===== config.mk =====
export PLATFORM = sky130hd
export DESIGN_NAME = mem_access_stage
export DESIGN_NICKNAME = d
export VERILOG_FILES = /design/src/rtl/mem_access_stage.sv
export SDC_FILE = /design/constraint.sdc
export NUM_CORES = 1
export LEC_CHECK = 0
export CORE_AREA = 3 3 123 125
export CTS_CLUSTER_SIZE = 40
export DETAILED_ROUTE_END_ITERATION = 7
export DIE_AREA = 0 0 126 128
export PLACE_DENSITY = 0.8
export SLEW_MARGIN = 20
export SYNTH_ARGS = -nofsm -noshare
export SYNTH_HDL_FRONTEND = slang
export SYNTH_SLANG_ARGS = --single-unit

===== constraint.sdc =====
create_clock -name clk -period 4.4 [get_ports clk]
set_input_delay 1.1 -clock clk [delete_from_list [all_inputs] [get_ports clk]]
set_output_delay 1.1 -clock clk [all_outputs]
set_load 0.02 [all_outputs]

===== src/rtl/mem_access_stage.sv =====
// Memory-access pipeline stage: drives the req/ack data-memory bus and aligns load data.
// It holds the pipeline on wait states, abandons the access after TIMEOUT cycles, and registers MEM/WB.
module mem_access_stage #(
    parameter int unsigned TIMEOUT = 16
) (
    input  logic        clk,
    input  logic        rst,
    input  logic [31:0] EXMEMInstruction,
    input  logic [31:0] EXMEMPCPlus4,
    input  logic [31:0] EXMEMALUResult,
    input  logic [31:0] EXMEMMemWriteData,
    input  logic [4:0]  EXMEMRegRd,
    input  logic        EXMEMRegWrite,
    input  logic        EXMEMMemRead,
    input  logic        EXMEMMemWrite,
    input  logic [2:0]  EXMEMMemWrBits,
    input  logic [1:0]  EXMEMMemRBits,
    input  logic [1:0]  EXMEMMemtoReg,
    output logic        dmem_req,
    output logic        dmem_we,
    output logic [31:0] dmem_addr,
    output logic [3:0]  dmem_be,
    output logic [31:0] dmem_wdata,
    input  logic [31:0] dmem_rdata,
    input  logic        dmem_ack,
    output logic        mem_stall,
    output logic        MEMWBRegWrite,
    output logic [4:0]  MEMWBRegRd,
    output logic [31:0] MEMWBWriteData,
    output logic [31:0] MEMWBInstruction,
    output logic        misalign_err,
    output logic        bus_err
);

    typedef enum logic [1:0] {
        IDLE = 2'd0,
        WAIT = 2'd1,
        DROP = 2'd2
    } state_t;

    typedef enum logic [1:0] {
        SZ_BYTE = 2'd0,
        SZ_HALF = 2'd1,
        SZ_WORD = 2'd2
    } size_t;

    localparam logic [7:0] TIMEOUT_CNT = 8'(TIMEOUT);

    state_t      state_r;
    logic [7:0]  cnt_r;
    logic        bus_err_r;
    logic        misalign_err_r;
    logic        wb_reg_write_r;
    logic [4:0]  wb_rd_r;
    logic [31:0] wb_data_r;
    logic [31:0] wb_instr_r;

    size_t       size_s;
    logic        aligned_s;
    logic        access_s;
    logic        mem_op_s;
    logic        misaligned_s;
    logic        req_s;
    logic        ack_s;
    logic        capture_s;
    logic [3:0]  be_s;
    logic [31:0] wdata_s;
    logic [7:0]  byte_lane_s;
    logic [15:0] half_lane_s;
    logic [31:0] load_data_s;
    logic [31:0] wb_data_s;

    wire [1:0] addr_lo_s = EXMEMALUResult[1:0];
    wire       unsigned_s = EXMEMInstruction[14];

    // Access size: loads win over stores when both strobes are set
    always_comb begin
        size_s = SZ_WORD;
        if (EXMEMMemRead) begin
            case (EXMEMMemRBits)
                2'b01:   size_s = SZ_HALF;
                2'b10:   size_s = SZ_BYTE;
                default: size_s = SZ_WORD;
            endcase
        end else if (EXMEMMemWrite) begin
            case (EXMEMMemWrBits)
                3'b001:  size_s = SZ_BYTE;
                3'b010:  size_s = SZ_HALF;
                default: size_s = SZ_WORD;
            endcase
        end else begin
            size_s = SZ_WORD;
        end
    end

    // Natural alignment check for the selected size
    always_comb begin
        aligned_s = 1'b1;
        case (size_s)
            SZ_BYTE: aligned_s = 1'b1;
            SZ_HALF: aligned_s = ~addr_lo_s[0];
            default: aligned_s = (addr_lo_s == 2'b00);
        endcase
    end

    assign access_s     = EXMEMMemRead | EXMEMMemWrite;
    assign mem_op_s     = access_s & aligned_s;
    assign misaligned_s = access_s & ~aligned_s;
    // Gated by rst so the bus and the stall drop the instant reset asserts
    assign req_s        = rst & mem_op_s & (state_r != DROP);
    assign ack_s        = req_s & dmem_ack;
    assign capture_s    = (~mem_op_s & ~misaligned_s) | ack_s;

    // Store byte enables and lane-replicated write data; loads read the full word
    always_comb begin
        be_s    = 4'b1111;
        wdata_s = EXMEMMemWriteData;
        if (EXMEMMemWrite && !EXMEMMemRead) begin
            case (size_s)
                SZ_BYTE: begin
                    be_s    = 4'b0001 << addr_lo_s;
                    wdata_s = {4{EXMEMMemWriteData[7:0]}};
                end
                SZ_HALF: begin
                    be_s    = addr_lo_s[1] ? 4'b1100 : 4'b0011;
                    wdata_s = {2{EXMEMMemWriteData[15:0]}};
                end
                default: begin
                    be_s    = 4'b1111;
                    wdata_s = EXMEMMemWriteData;
                end
            endcase
        end else begin
            be_s    = 4'b1111;
            wdata_s = EXMEMMemWriteData;
        end
    end

    // Load lane selection and sign/zero extension
    always_comb begin
        byte_lane_s = 8'h00;
        case (addr_lo_s)
            2'b00:   byte_lane_s = dmem_rdata[7:0];
            2'b01:   byte_lane_s = dmem_rdata[15:8];
            2'b10:   byte_lane_s = dmem_rdata[23:16];
            default: byte_lane_s = dmem_rdata[31:24];
        endcase
        half_lane_s = addr_lo_s[1] ? dmem_rdata[31:16] : dmem_rdata[15:0];
        load_data_s = dmem_rdata;
        case (size_s)
            SZ_BYTE: load_data_s = {{24{byte_lane_s[7] & ~unsigned_s}}, byte_lane_s};
            SZ_HALF: load_data_s = {{16{half_lane_s[15] & ~unsigned_s}}, half_lane_s};
            default: load_data_s = dmem_rdata;
        endcase
    end

    // Write-back source select
    always_comb begin
        wb_data_s = EXMEMALUResult;
        case (EXMEMMemtoReg)
            2'b01:   wb_data_s = load_data_s;
            2'b10:   wb_data_s = EXMEMPCPlus4;
            default: wb_data_s = EXMEMALUResult;
        endcase
    end

    // Wait-state FSM with timeout counter and error pulses
    always_ff @(negedge clk or negedge rst) begin
        if (!rst) begin
            state_r        <= IDLE;
            cnt_r          <= 8'd0;
            bus_err_r      <= 1'b0;
            misalign_err_r <= 1'b0;
        end else begin
            bus_err_r      <= 1'b0;
            misalign_err_r <= misaligned_s;
            case (state_r)
                IDLE: begin
                    if (req_s && !dmem_ack) begin
                        state_r <= WAIT;
                        cnt_r   <= 8'd1;
                    end else begin
                        state_r <= IDLE;
                        cnt_r   <= 8'd0;
                    end
                end
                WAIT: begin
                    if (ack_s || !mem_op_s) begin
                        state_r <= IDLE;
                        cnt_r   <= 8'd0;
                    end else if (cnt_r == TIMEOUT_CNT) begin
                        state_r   <= DROP;
                        cnt_r     <= 8'd0;
                        bus_err_r <= 1'b1;
                    end else begin
                        state_r <= WAIT;
                        cnt_r   <= cnt_r + 8'd1;
                    end
                end
                DROP: begin
                    state_r <= IDLE;
                    cnt_r   <= 8'd0;
                end
                default: begin
                    state_r <= IDLE;
                    cnt_r   <= 8'd0;
                end
            endcase
        end
    end

    // MEM/WB pipeline register; stalled, dropped and misaligned slots become bubbles
    always_ff @(negedge clk or negedge rst) begin
        if (!rst) begin
            wb_reg_write_r <= 1'b0;
            wb_rd_r        <= 5'd0;
            wb_data_r      <= 32'd0;
            wb_instr_r     <= 32'd0;
        end else if (capture_s) begin
            wb_reg_write_r <= EXMEMRegWrite;
            wb_rd_r        <= EXMEMRegRd;
            wb_data_r      <= wb_data_s;
            wb_instr_r     <= EXMEMInstruction;
        end else begin
            wb_reg_write_r <= 1'b0;
            wb_rd_r        <= 5'd0;
            wb_data_r      <= 32'd0;
            wb_instr_r     <= 32'd0;
        end
    end

    assign dmem_req         = req_s;
    assign dmem_we          = req_s & EXMEMMemWrite & ~EXMEMMemRead;
    assign dmem_addr        = {EXMEMALUResult[31:2], 2'b00};
    assign dmem_be          = be_s;
    assign dmem_wdata       = wdata_s;
    assign mem_stall        = req_s & ~dmem_ack;
    assign MEMWBRegWrite    = wb_reg_write_r;
    assign MEMWBRegRd       = wb_rd_r;
    assign MEMWBWriteData   = wb_data_r;
    assign MEMWBInstruction = wb_instr_r;
    assign misalign_err     = misalign_err_r;
    assign bus_err          = bus_err_r;

endmodule

* Word level (Yosys, flattened, before mapping)
Index checks and enable logic that the tools add are counted.
** Cells by class
- Add/sub/neg operators :: 1
- $mul :: 0
- Divide/modulo/power cells :: 0
- $lt $le $gt $ge :: 0
- Equal/unequal tests :: 12
- Shift-type cells :: 1
- Mux-type cells :: 29
- Bitwise logic cells :: 20
- Reductions and logical operators :: 9
** Operator list (count)
- 32-bit case mux with 2 select lines :: 3
- 32-bit two-way mux :: 3
- 8-bit case mux with 3 select lines :: 1
- 16-bit two-way mux :: 1
- 8-bit two-way mux :: 2
- 8-bit case mux with 2 select lines :: 1
- 2-bit case mux with 2 select lines :: 3
- 1-bit bitwise AND :: 11
- 2-bit by 1-bit equality test with 1-bit output (second input constant) :: 5
- 8-bit by 1-bit adder with 8-bit output (second input constant) :: 1
- 8-bit by 5-bit equality test with 1-bit output (second input constant) :: 1
- 2-bit two-way mux :: 4
- 4-bit two-way mux :: 2
- 4-bit case mux with 2 select lines :: 1
- 1-bit inverter :: 7
- 2-bit equality test (second input constant) :: 3
- 2-bit zero test :: 3
- 1-bit two-way mux :: 6
- 5-bit two-way mux :: 1
- 1-bit by 2-bit left shift with 4-bit output (first input constant) :: 1
- 3-bit by 1-bit equality test with 1-bit output (second input constant) :: 1
- 3-bit by 2-bit equality test with 1-bit output (second input constant) :: 1
- 1-bit zero test :: 3
- 1-bit logical AND :: 2
- other kinds (4) :: 5
** Word-level totals
- Bits in registers :: 82
- Bits in latches :: 0
- Bits in writable memories :: 0
- Bits in read-only memories :: 0
- Input port bits :: 178
- Output and inout port bits :: 143
- Logic and storage cells :: 80
- Memories kept :: 0

* Longest topological paths before layout
Gate-level depths: netlist of run 1.
- Depth after elaboration :: 13
- Depth in mapped cells :: 9
- Gate-level depth less buffers :: 7

==> impl_summary.txt, run 1 <==
----------------------------------------------------
[Pwr]
  Static Leak ... 0.00454 uW
  Final Power ... 2570 uW
  Maximum vdd ir drop ... 155 uV
  Areal power density over the cells ... 259 nW/um^2

[Cells and area]
  Final Net Count ... 1042
  Design area ... 9930 sq um
  End-of-flow core utilization ... 71.0%
  Area of the multi-input gates ... 3000 sq um
  Share of post-route cells with drive strength above 1 ... 33.9%
  FF/Latch Area ... 2050 sq um
  Area growth, synth to finish ... 105%
  Inserted Diodes ... 0
  Most frequent standard cell in the layout excluding fill and tap cells ... clkdlybuf4s50_1
  Most used cells in the layout excluding fill and tap cells ... 219 x clkdlybuf4s50_1, 92 x buf_4, 82 x dfrtn_1
  Layout fillers ... 966

[Logic synthesis]
  Register area share after synthesis ... 42.4%
  Warning count from the yosys run ... 0
  Async set-or-reset flop fraction in the synthesized netlist ... 100%
  Top_reg_cell synth ... dfrtn_1
  Flops & latches, synth ... 82
  Average instance area after synthesis ... 10.2 sq um
  Distinct cell type count after synthesis ... 61
  Share of Yosys cell area claimed by the top area cell type ... 42.4%
  Post-synthesis cell count ... 475
  Largest area contributor in the synthesized netlist ... dfrtn_1
  Mapped cell area ... 4830 sq um
  EDFF count, synth ... 0
  Top cells by area, synth ... dfrtn_1 42%, buf_4 6.5%, and2_1 4.9%

[Route]
  Wire length per cell after detailed routing ... 22.5 um
  Drt drc ... 0
  Per-cell via count in the routed design ... 5.26
  Final wirelength ... 23500 um
  ANT nets after route ... 0
  Router iterations before antenna repair ... 5
  Total via count in the routed design ... 5488
  Count of routing violations after the opening detailed-route iteration ... 450

[Floorplanning]
  Core Box Area ... 14000 sq um
  Count of standard-cell rows ... 43
  Number of I/O pins ... 321
  Die outline height ... 128 um
  Die Outline Area ... 16100 sq um
  Starting density of the core ... 34.6%
  Die Span X ... 126 um

[Place]
  Post-placement worst setup slack ... -1550 ps
  DP HPWL ... 16400 um
  GPL Wtd Cong ... 0.902
  Area of placed instances ... 8560 sq um
  Port buffer count ... 318

[Outcome]
  Status ... complete, but fails checks
  Violations in the final reports ... negative setup slack

[Setup path]
  Startpoint of the most critical register-to-register path ... cnt_r[0]
  CP max FO ... 8
  CP Data Arrival Time ... 2700 ps
  Data required time at the worst endpoint ... 2360 ps
  Crit. Startpoint ... EXMEMMemWrBits[2]
  Startpoint class of the critical path ... input port
  Setup Crit Path Kind ... in2reg
  Endpoint class of the critical path ... flop
  Critical Path Sink ... MEMWBWriteData[19]
  Cell count of the worst reg-to-reg path ... 7
  Slack of the worst reg-to-reg path ... 2550 ps
  Reg-to-reg endpoint ... cnt_r[0]

[STA]
  Final setup viols ... 86
  Post-layout worst setup margin ... -341 ps
  Max Slew Vio Count ... 0
  Largest clock skew in the final design ... 4.32 ps
  Final hold violation count ... 0
  RSZ-0062 raised after global routing ... true
  Final setup TNS ... -24910 ps

[Clock tree]
  Root buffer cell ... clkbuf_16
  Clk_lat worst skew ... 340 ps
  Clock Pin Slew Worst Setup and Hold Paths ... 50 ps
  Number of buffers inserted during clock tree synthesis ... 9
  Maximum root-to-sink buffer count ... 2
  Clock tree from TritonCTS ... built
  Post-CTS Hold Buffers ... 0
  CTS H-Tree Depth ... 3
  Clock net sink count ... 82

[Global routing]
  Global-route usage over all layers ... 26.4%
  Vias in the first global route ... 5812
  Largest net degree at the start of global routing ... 38
  Initial antenna violation count ... 0
  Total congestion overflow ... 0
  Global-route wire length before repair ... 32800 um

[Run]
  Number of max-cap violations ... 0

[Worst hold path]
  Classification of the worst-slack hold path ... reg2reg

----------------------------------------------------
## what timing repair did
action                                  4_1_cts  5_1_grt
gates resized for setup                     169      123
endpoints found under the setup margin      175       91
setup buffers                                18       15
pin swaps                                    17       38
cloned                                        8        5
## layout make-up
class / instances / area share, %
clock buffers: 10 / 2.41
well taps: 180 / 2.27
multi-input cells: 299 / 30.2
flip-flops and latches: 82 / 20.7
repair buffers: 434 / 42.4
inverters: 33 / 1.37
clock inverters: 6 / 0.731
## synthesized netlist by cell type (9+ instances only)
| cell | count |
|---|---|
| clkbuf_1 | 12 |
| a221oi_2 | 12 |
| buf_4 | 42 |
| and2_1 | 38 |
| nor2_1 | 24 |
| inv_1 | 33 |
| a221oi_1 | 20 |
| mux2_2 | 9 |
| dfrtn_1 | 82 |
| a22oi_1 | 23 |
| nand2_1 | 48 |
| a211oi_1 | 9 |
| mux2i_1 | 9 |
| o21ai_0 | 15 |
## logic make-up (layout without fill, tap and decap cells)
| logic type | Yosys count | after routing | share of synthesized area, % |
|---|---|---|---|
| adder cells (fa/ha/maj) | 5 | 5 | 1.29 |
| buffers and inverters | 102 | 483 | 12.8 |
| flip-flops | 82 | 82 | 42.4 |
| AO/OA/AOI/OAI | 115 | 122 | 20.0 |
| multiplexers | 25 | 25 | 7.22 |
| XOR/XNOR | 7 | 7 | 1.27 |
| AND/OR/NAND/NOR | 138 | 138 | 14.8 |
| other | 1 | 2 | 0.0776 |
## sequential cells by signal (all words and copies together), names as in the netlist
signal / cells
MEMWBRegRd: 5
MEMWBWriteData: 32
MEMWBRegWrite: 1
MEMWBInstruction: 32
bus_err: 1
state_r: 2
cnt_r: 8
misalign_err: 1
## stage by stage
stage / hold WS [ps] / std cells
6_report: 483 / 1044
5_1_grt: 535 / 1044
4_1_cts: 497 / 1029
3_5_place_dp: 492 / 987
3_3_place_gp: 460 / 987
2_1_floorplan: 428 / 476
## critical path, stage by stage
cell and delay (ps):
buf_6 90, or3b_4 420, buf_6 140, o211ai_4 160, mux2i_1 250, o31a_1 190, buf_12 130, buf_12 140
a221oi_2 60
## how the worst min path moves through the flow
stage          startpoint  slack, ps       end  cells after the start
6_report         cnt_r[0]        480  cnt_r[0]                      1
5_1_grt          cnt_r[0]        530  cnt_r[0]                      1
4_1_cts          cnt_r[0]        500  cnt_r[0]                      1
3_5_place_dp     cnt_r[0]        490  cnt_r[0]                      1
3_3_place_gp     cnt_r[0]        460  cnt_r[0]                      1
2_1_floorplan    cnt_r[0]        430  cnt_r[0]                      1
## report_power, final
part	switching [uW]	total, uW	internal [uW]
clock	321	783	461
sequential	14.6	823	809
combinational	467	969	502
total	803	2570	1770
## per-layer routing
metal | track usage (%) | share of wire (%) | vias to the layer above
li1 | - | - | 2445
met5 | 0 | 0 | -
met4 | 10.7 | 3.5 | 0
met2 | 49.7 | 53 | 336
met1 | 28.5 | 36 | 2652
met3 | 5.96 | 7.4 | 55
Note: power is estimated with default switching activity, not from simulation.
==> run 2, diff against run 1 <==
--- a/config.mk
+++ b/config.mk
@@ -6,6 +6,7 @@
 export NUM_CORES = 1
 export LEC_CHECK = 0
 export CORE_AREA = 3 3 123 125
+export CTS_BUF_LIST = sky130_fd_sc_hd__clkbuf_16
 export CTS_CLUSTER_SIZE = 40
 export DETAILED_ROUTE_END_ITERATION = 7
 export DIE_AREA = 0 0 126 128
==> impl_summary.txt, run 2 (same netlist as run 1, synthesis figures left out) <==
----------------------------------------------------
[Outcome]
  Status ... complete, but fails checks
  Violations in the final reports ... negative setup slack

[Place]
  DP HPWL ... 16400 um
  GPL Wtd Cong ... 0.902
  Post-placement worst setup slack ... -1550 ps
  Cell total after placement ... 987
  Port buffer count ... 318
  Area of placed instances ... 8560 sq um

[Floorplanning]
  Core Box Area ... 14000 sq um
  Die outline height ... 128 um
  Count of standard-cell rows ... 43
  Die Outline Area ... 16100 sq um
  Number of I/O pins ... 321
  Die Span X ... 126 um
  Starting density of the core ... 34.6%

[Route]
  Router iterations before antenna repair ... 5
  Routed length on met1 ... 8550 um
  Count of routing violations after the opening detailed-route iteration ... 382
  Final wirelength ... 23600 um
  Length of routed met2 wiring ... 12600 um
  Wire length per cell after detailed routing ... 22.6 um
  Max layer used ... met4
  Drt drc ... 0
  Total via count in the routed design ... 5487
  ANT nets after route ... 0
  Total length of routed met3 wires ... 1640 um
  Per-cell via count in the routed design ... 5.26

[Cells and area]
  Area growth, synth to finish ... 105%
  Count of placed standard cells in the final layout, fillers left out ... 1043
  Share of post-route cells with drive strength above 1 ... 34.2%
  Design area ... 9910 sq um
  Inserted Diodes ... 0
  Final Net Count ... 1041
  End-of-flow core utilization ... 70.9%
  Most frequent standard cell in the layout excluding fill and tap cells ... clkdlybuf4s50_1
  Most used cells in the layout excluding fill and tap cells ... 219 x clkdlybuf4s50_1, 91 x buf_4, 82 x dfrtn_1

[Pwr]
  NetSw ... 805 uW
  Power share of the clock group ... 30.0%
  Areal power density over the cells ... 258 nW/um^2
  Switching part of the total ... 31.5%
  Part of the total power dissipated in combinational logic ... 37.9%
  Int Pwr ... 1750 uW
  Static Leak ... 0.00453 uW
  Maximum vdd ir drop ... 151 uV
  Sequential cell fraction of total power ... 32.2%

[Clock tree]
  CTS H-Tree Depth ... 3
  Clock net sink count ... 82
  Clk_lat worst skew ... 340 ps
  Root buffer cell ... clkbuf_16
  Post-CTS Hold Buffers ... 0
  Clock tree from TritonCTS ... built
  Clock Pin Slew Worst Setup and Hold Paths ... 50 ps
  Maximum root-to-sink buffer count ... 2
  Number of buffers inserted during clock tree synthesis ... 9

[Global routing]
  Vias in the first global route ... 5845
  Initial antenna violation count ... 0
  Global-route wire length before repair ... 33000 um
  Global-route usage over all layers ... 26.6%
  Total congestion overflow ... 0
  Largest net degree at the start of global routing ... 38

[Setup path]
  Delay of the slowest cell on the worst path ... 420 ps
  Setup Crit Path Kind ... in2reg
  Startpoint class of the critical path ... input port
  Slowest cell on the critical path ... or3b_4
  Crit path cell chain ... buf_6, or3b_4, buf_6, o211ai_4, mux2i_1, o31a_1, buf_12, buf_12, a221oi_2
  CP Data Arrival Time ... 2700 ps
  Data required time at the worst endpoint ... 2360 ps
  Number of buffers and inverters on the critical path ... 4
  Crit. Startpoint ... EXMEMMemWrBits[2]
  Endpoint class of the critical path ... flop
  Largest delay contributor family on the critical path ... buffers and inverters
  Startpoint of the most critical register-to-register path ... cnt_r[0]
  CP max FO ... 8

[STA]
  Max Slew Vio Count ... 0
  RSZ-0062 raised after global routing ... true
  Post-layout worst setup margin ... -344 ps
  Final setup viols ... 85
  Largest clock skew in the final design ... 4.36 ps
  Final hold violation count ... 0

[Run]
  Number of max-cap violations ... 0

[Worst hold path]
  Start point of the worst min-delay path ... cnt_r[0]
  Classification of the worst-slack hold path ... reg2reg

----------------------------------------------------
run 2: what timing repair did:
action	in CTS	in global routing
setup endpoints to repair	175	91
endpoints found under the hold margin	0	0
buffers inserted	18	14
pin swaps	17	39
gates resized for setup	170	128
gates cloned	9	4
run 2: worst paths after layout:
check	slack [ps]	cells after the start	to
setup / recovery	-340	9	MEMWBWriteData[19]
hold / removal	490	1	cnt_r[0]
setup reg to reg	2510	7	cnt_r[0]
hold reg to reg	490	1	cnt_r[0]
max in group asynchronous	750	3	MEMWBInstruction[3]
min in group asynchronous	2860	2	MEMWBWriteData[26]
run 2: power groups by stage:
stage	Clock, uW	Combinational (uW)	Sequential, uW
floorplan	0	297	898
global placement	0	787	836
detailed placement	0	800	838
CTS	775	862	823
global route	805	1010	827
finish	766	968	823
run 2: stage by stage:
stage	TNS (ps)	hold WS, ps	power [uW]
after global placement	-93390	460	1620
after floorplan	-29080	428	1190
final	-24870	485	2560
after CTS	-31540	497	2460
after global routing	-27990	535	2640
after detailed placement	-97950	492	1640
run 2: metal layers:
layer	vias up	track usage [%]
met4	0	11.7
met3	50	5.58
met2	329	50.1
li1	2445	-
met1	2663	28.7
met5	-	0
run 2: worst reg2reg max path, cell delays in order (launching register included):
cell and delay (ps):
dfrtn_1 410, inv_1 80, ha_1 130, or4bb_1 580, nor2_1 160, a21oi_1 70, nand4_1 220, o21ai_1 90
run 2: final cells by class:
| type | instances | area (sq um) |
|---|---|---|
| clock buffer | 9 | 225 |
| clock inverter | 7 | 76.3 |
| fill | 970 | 4080 |
| inverter | 33 | 136 |
| multi-input combinational | 299 | 3010 |
| sequential | 82 | 2050 |
| tap | 180 | 225 |
| timing repair buffer | 433 | 4190 |
==> run 3, diff against run 2 <==
--- a/config.mk
+++ b/config.mk
@@ -5,12 +5,13 @@
 export SDC_FILE = /design/constraint.sdc
 export NUM_CORES = 1
 export LEC_CHECK = 0
+export CAP_MARGIN = 20
 export CORE_AREA = 3 3 123 125
 export CTS_BUF_LIST = sky130_fd_sc_hd__clkbuf_16
-export CTS_CLUSTER_SIZE = 40
 export DETAILED_ROUTE_END_ITERATION = 7
 export DIE_AREA = 0 0 126 128
 export PLACE_DENSITY = 0.8
+export SKIP_CTS_REPAIR_TIMING = 1
 export SLEW_MARGIN = 20
 export SYNTH_ARGS = -nofsm -noshare
 export SYNTH_HDL_FRONTEND = slang
==> impl_summary.txt, run 3 (same netlist as run 1, synthesis figures left out) <==
----------------------------------------------------
[Worst hold path]
  Classification of the worst-slack hold path ... reg2reg
  Terminating pin of the worst hold path ... cnt_r[0]
  Start point of the worst min-delay path ... cnt_r[0]
  Hold depth ... 1

[Clock tree]
  Maximum root-to-sink buffer count ... 2
  Root buffer cell ... clkbuf_16
  Clock net sink count ... 82
  Clk_lat worst skew ... 340 ps
  Clock tree from TritonCTS ... built
  Clock Pin Slew Worst Setup and Hold Paths ... 50 ps
  Number of buffers inserted during clock tree synthesis ... 9
  CTS H-Tree Depth ... 3

[Cells and area]
  Most used cells in the layout excluding fill and tap cells ... 221 x clkdlybuf4s50_1, 91 x buf_4, 85 x dlymetal6s2s_1
  Final Net Count ... 1034
  Most frequent standard cell in the layout excluding fill and tap cells ... clkdlybuf4s50_1
  Share of post-route cells with drive strength above 1 ... 29.3%
  Layout fillers ... 944
  Inserted Diodes ... 0
  Count of placed standard cells in the final layout, fillers left out ... 1036
  Area growth, synth to finish ... 104%

[Run]
  Number of max-cap violations ... 0

[Setup path]
  Reg-to-reg endpoint ... cnt_r[0]
  CP Data Arrival Time ... 2970 ps
  Startpoint class of the critical path ... input port
  Startpoint of the most critical register-to-register path ... cnt_r[0]
  Data required time at the worst endpoint ... 2530 ps
  Cell count of the worst reg-to-reg path ... 7
  Slack of the worst reg-to-reg path ... 2530 ps
  Endpoint class of the critical path ... flop
  Setup Crit Path Kind ... in2reg
  CP max FO ... 18

[Global routing]
  Initial antenna violation count ... 0
  Total congestion overflow ... 0
  Largest net degree at the start of global routing ... 38
  Vias in the first global route ... 5459
  Global-route wire length before repair ... 30400 um
  Global-route usage over all layers ... 24.3%

[Pwr]
  Part of the total power dissipated in combinational logic ... 36.9%
  Switching part of the total ... 30.8%
  Power share of the clock group ... 30.5%
  Sequential cell fraction of total power ... 32.6%
  Final Power ... 2530 uW
  Maximum vdd ir drop ... 165 uV
  NetSw ... 778 uW
  Int Pwr ... 1750 uW
  Areal power density over the cells ... 256 nW/um^2
  Static Leak ... 0.00534 uW

[STA]
  Post-layout worst setup margin ... -444 ps
  Max Slew Vio Count ... 0
  Final setup viols ... 85
  RSZ-0062 raised after global routing ... true
  Largest clock skew in the final design ... 4.18 ps
  Final hold violation count ... 0

[Floorplanning]
  Die outline height ... 128 um
  Count of standard-cell rows ... 43
  Starting density of the core ... 34.6%
  Number of I/O pins ... 321
  Die Outline Area ... 16100 sq um
  Die Span X ... 126 um
  Core Box Area ... 14000 sq um

[Route]
  Count of routing violations after the opening detailed-route iteration ... 415
  Wire length per cell after detailed routing ... 22.1 um
  Drt drc ... 0
  Total via count in the routed design ... 5434
  Final wirelength ... 22900 um
  Per-cell via count in the routed design ... 5.25
  ANT nets after route ... 0
  Router iterations before antenna repair ... 5

[Place]
  Cell total after placement ... 987
  GPL Wtd Cong ... 0.902
  DP HPWL ... 16400 um
  Port buffer count ... 318

[Outcome]
  Status ... complete, but fails checks
  Violations in the final reports ... negative setup slack

----------------------------------------------------
[run 3: layout make-up]
type	count	area (sq um)	share of cell area (%)
repair buffers	427	4440	44.9
multi-input cells	298	2720	27.6
flip-flops and latches	82	2050	20.8
clock buffers	9	225	2.28
well taps	180	225	2.28
inverters	33	136	1.38
clock inverters	7	76.3	0.773
[run 3: layer usage]
layer	GRT usage, %	wire length (um)	part of all wire, %
met4	10.5	886	3.9
met1	25.4	7820	34
met2	46.8	12300	54
met3	5.21	1820	8.0
met5	0	0	0
[run 3: worst max-delay path, stage by stage]
cell,delay [ps]
clkdlybuf4s50_1,480
inv_1,120
ha_4,170
buf_12,160
nand2_1,110
o31a_1,360
buf_12,190
a221oi_1,270
[run 3: worst max-delay path by stage]
stage | from | endpoint
6_report | EXMEMMemtoReg[1] | MEMWBWriteData[16]
5_1_grt | EXMEMMemRBits[1] | MEMWBWriteData[23]
4_1_cts | EXMEMMemRBits[1] | MEMWBWriteData[4]
3_5_place_dp | EXMEMMemRBits[1] | MEMWBWriteData[4]
3_3_place_gp | EXMEMMemRBits[1] | MEMWBWriteData[3]
2_1_floorplan | EXMEMMemWrBits[2] | MEMWBWriteData[5]
[run 3: per-stage QoR]
stage	worst slack, ps	utilization, %	TNS, ps	hold WS, ps	cell area [sq um]
after global placement	-1430	61.2	-93390	460	8560
after CTS	-1200	63.3	-86910	497	8860
after detailed placement	-1550	61.2	-97950	492	8560
final	-444	70.6	-29420	493	9880
after global routing	-513	70.6	-33670	519	9880
after floorplan	-468	-	-29080	428	5030
[run 3: power by group through the flow]
stage | sequential (uW) | clock (uW) | combinational, uW
after floorplan | 898 | 0 | 297
after detailed placement | 838 | 0 | 800
final | 823 | 770 | 932
after CTS | 825 | 775 | 804
after global placement | 836 | 0 | 787
after global routing | 827 | 807 | 979
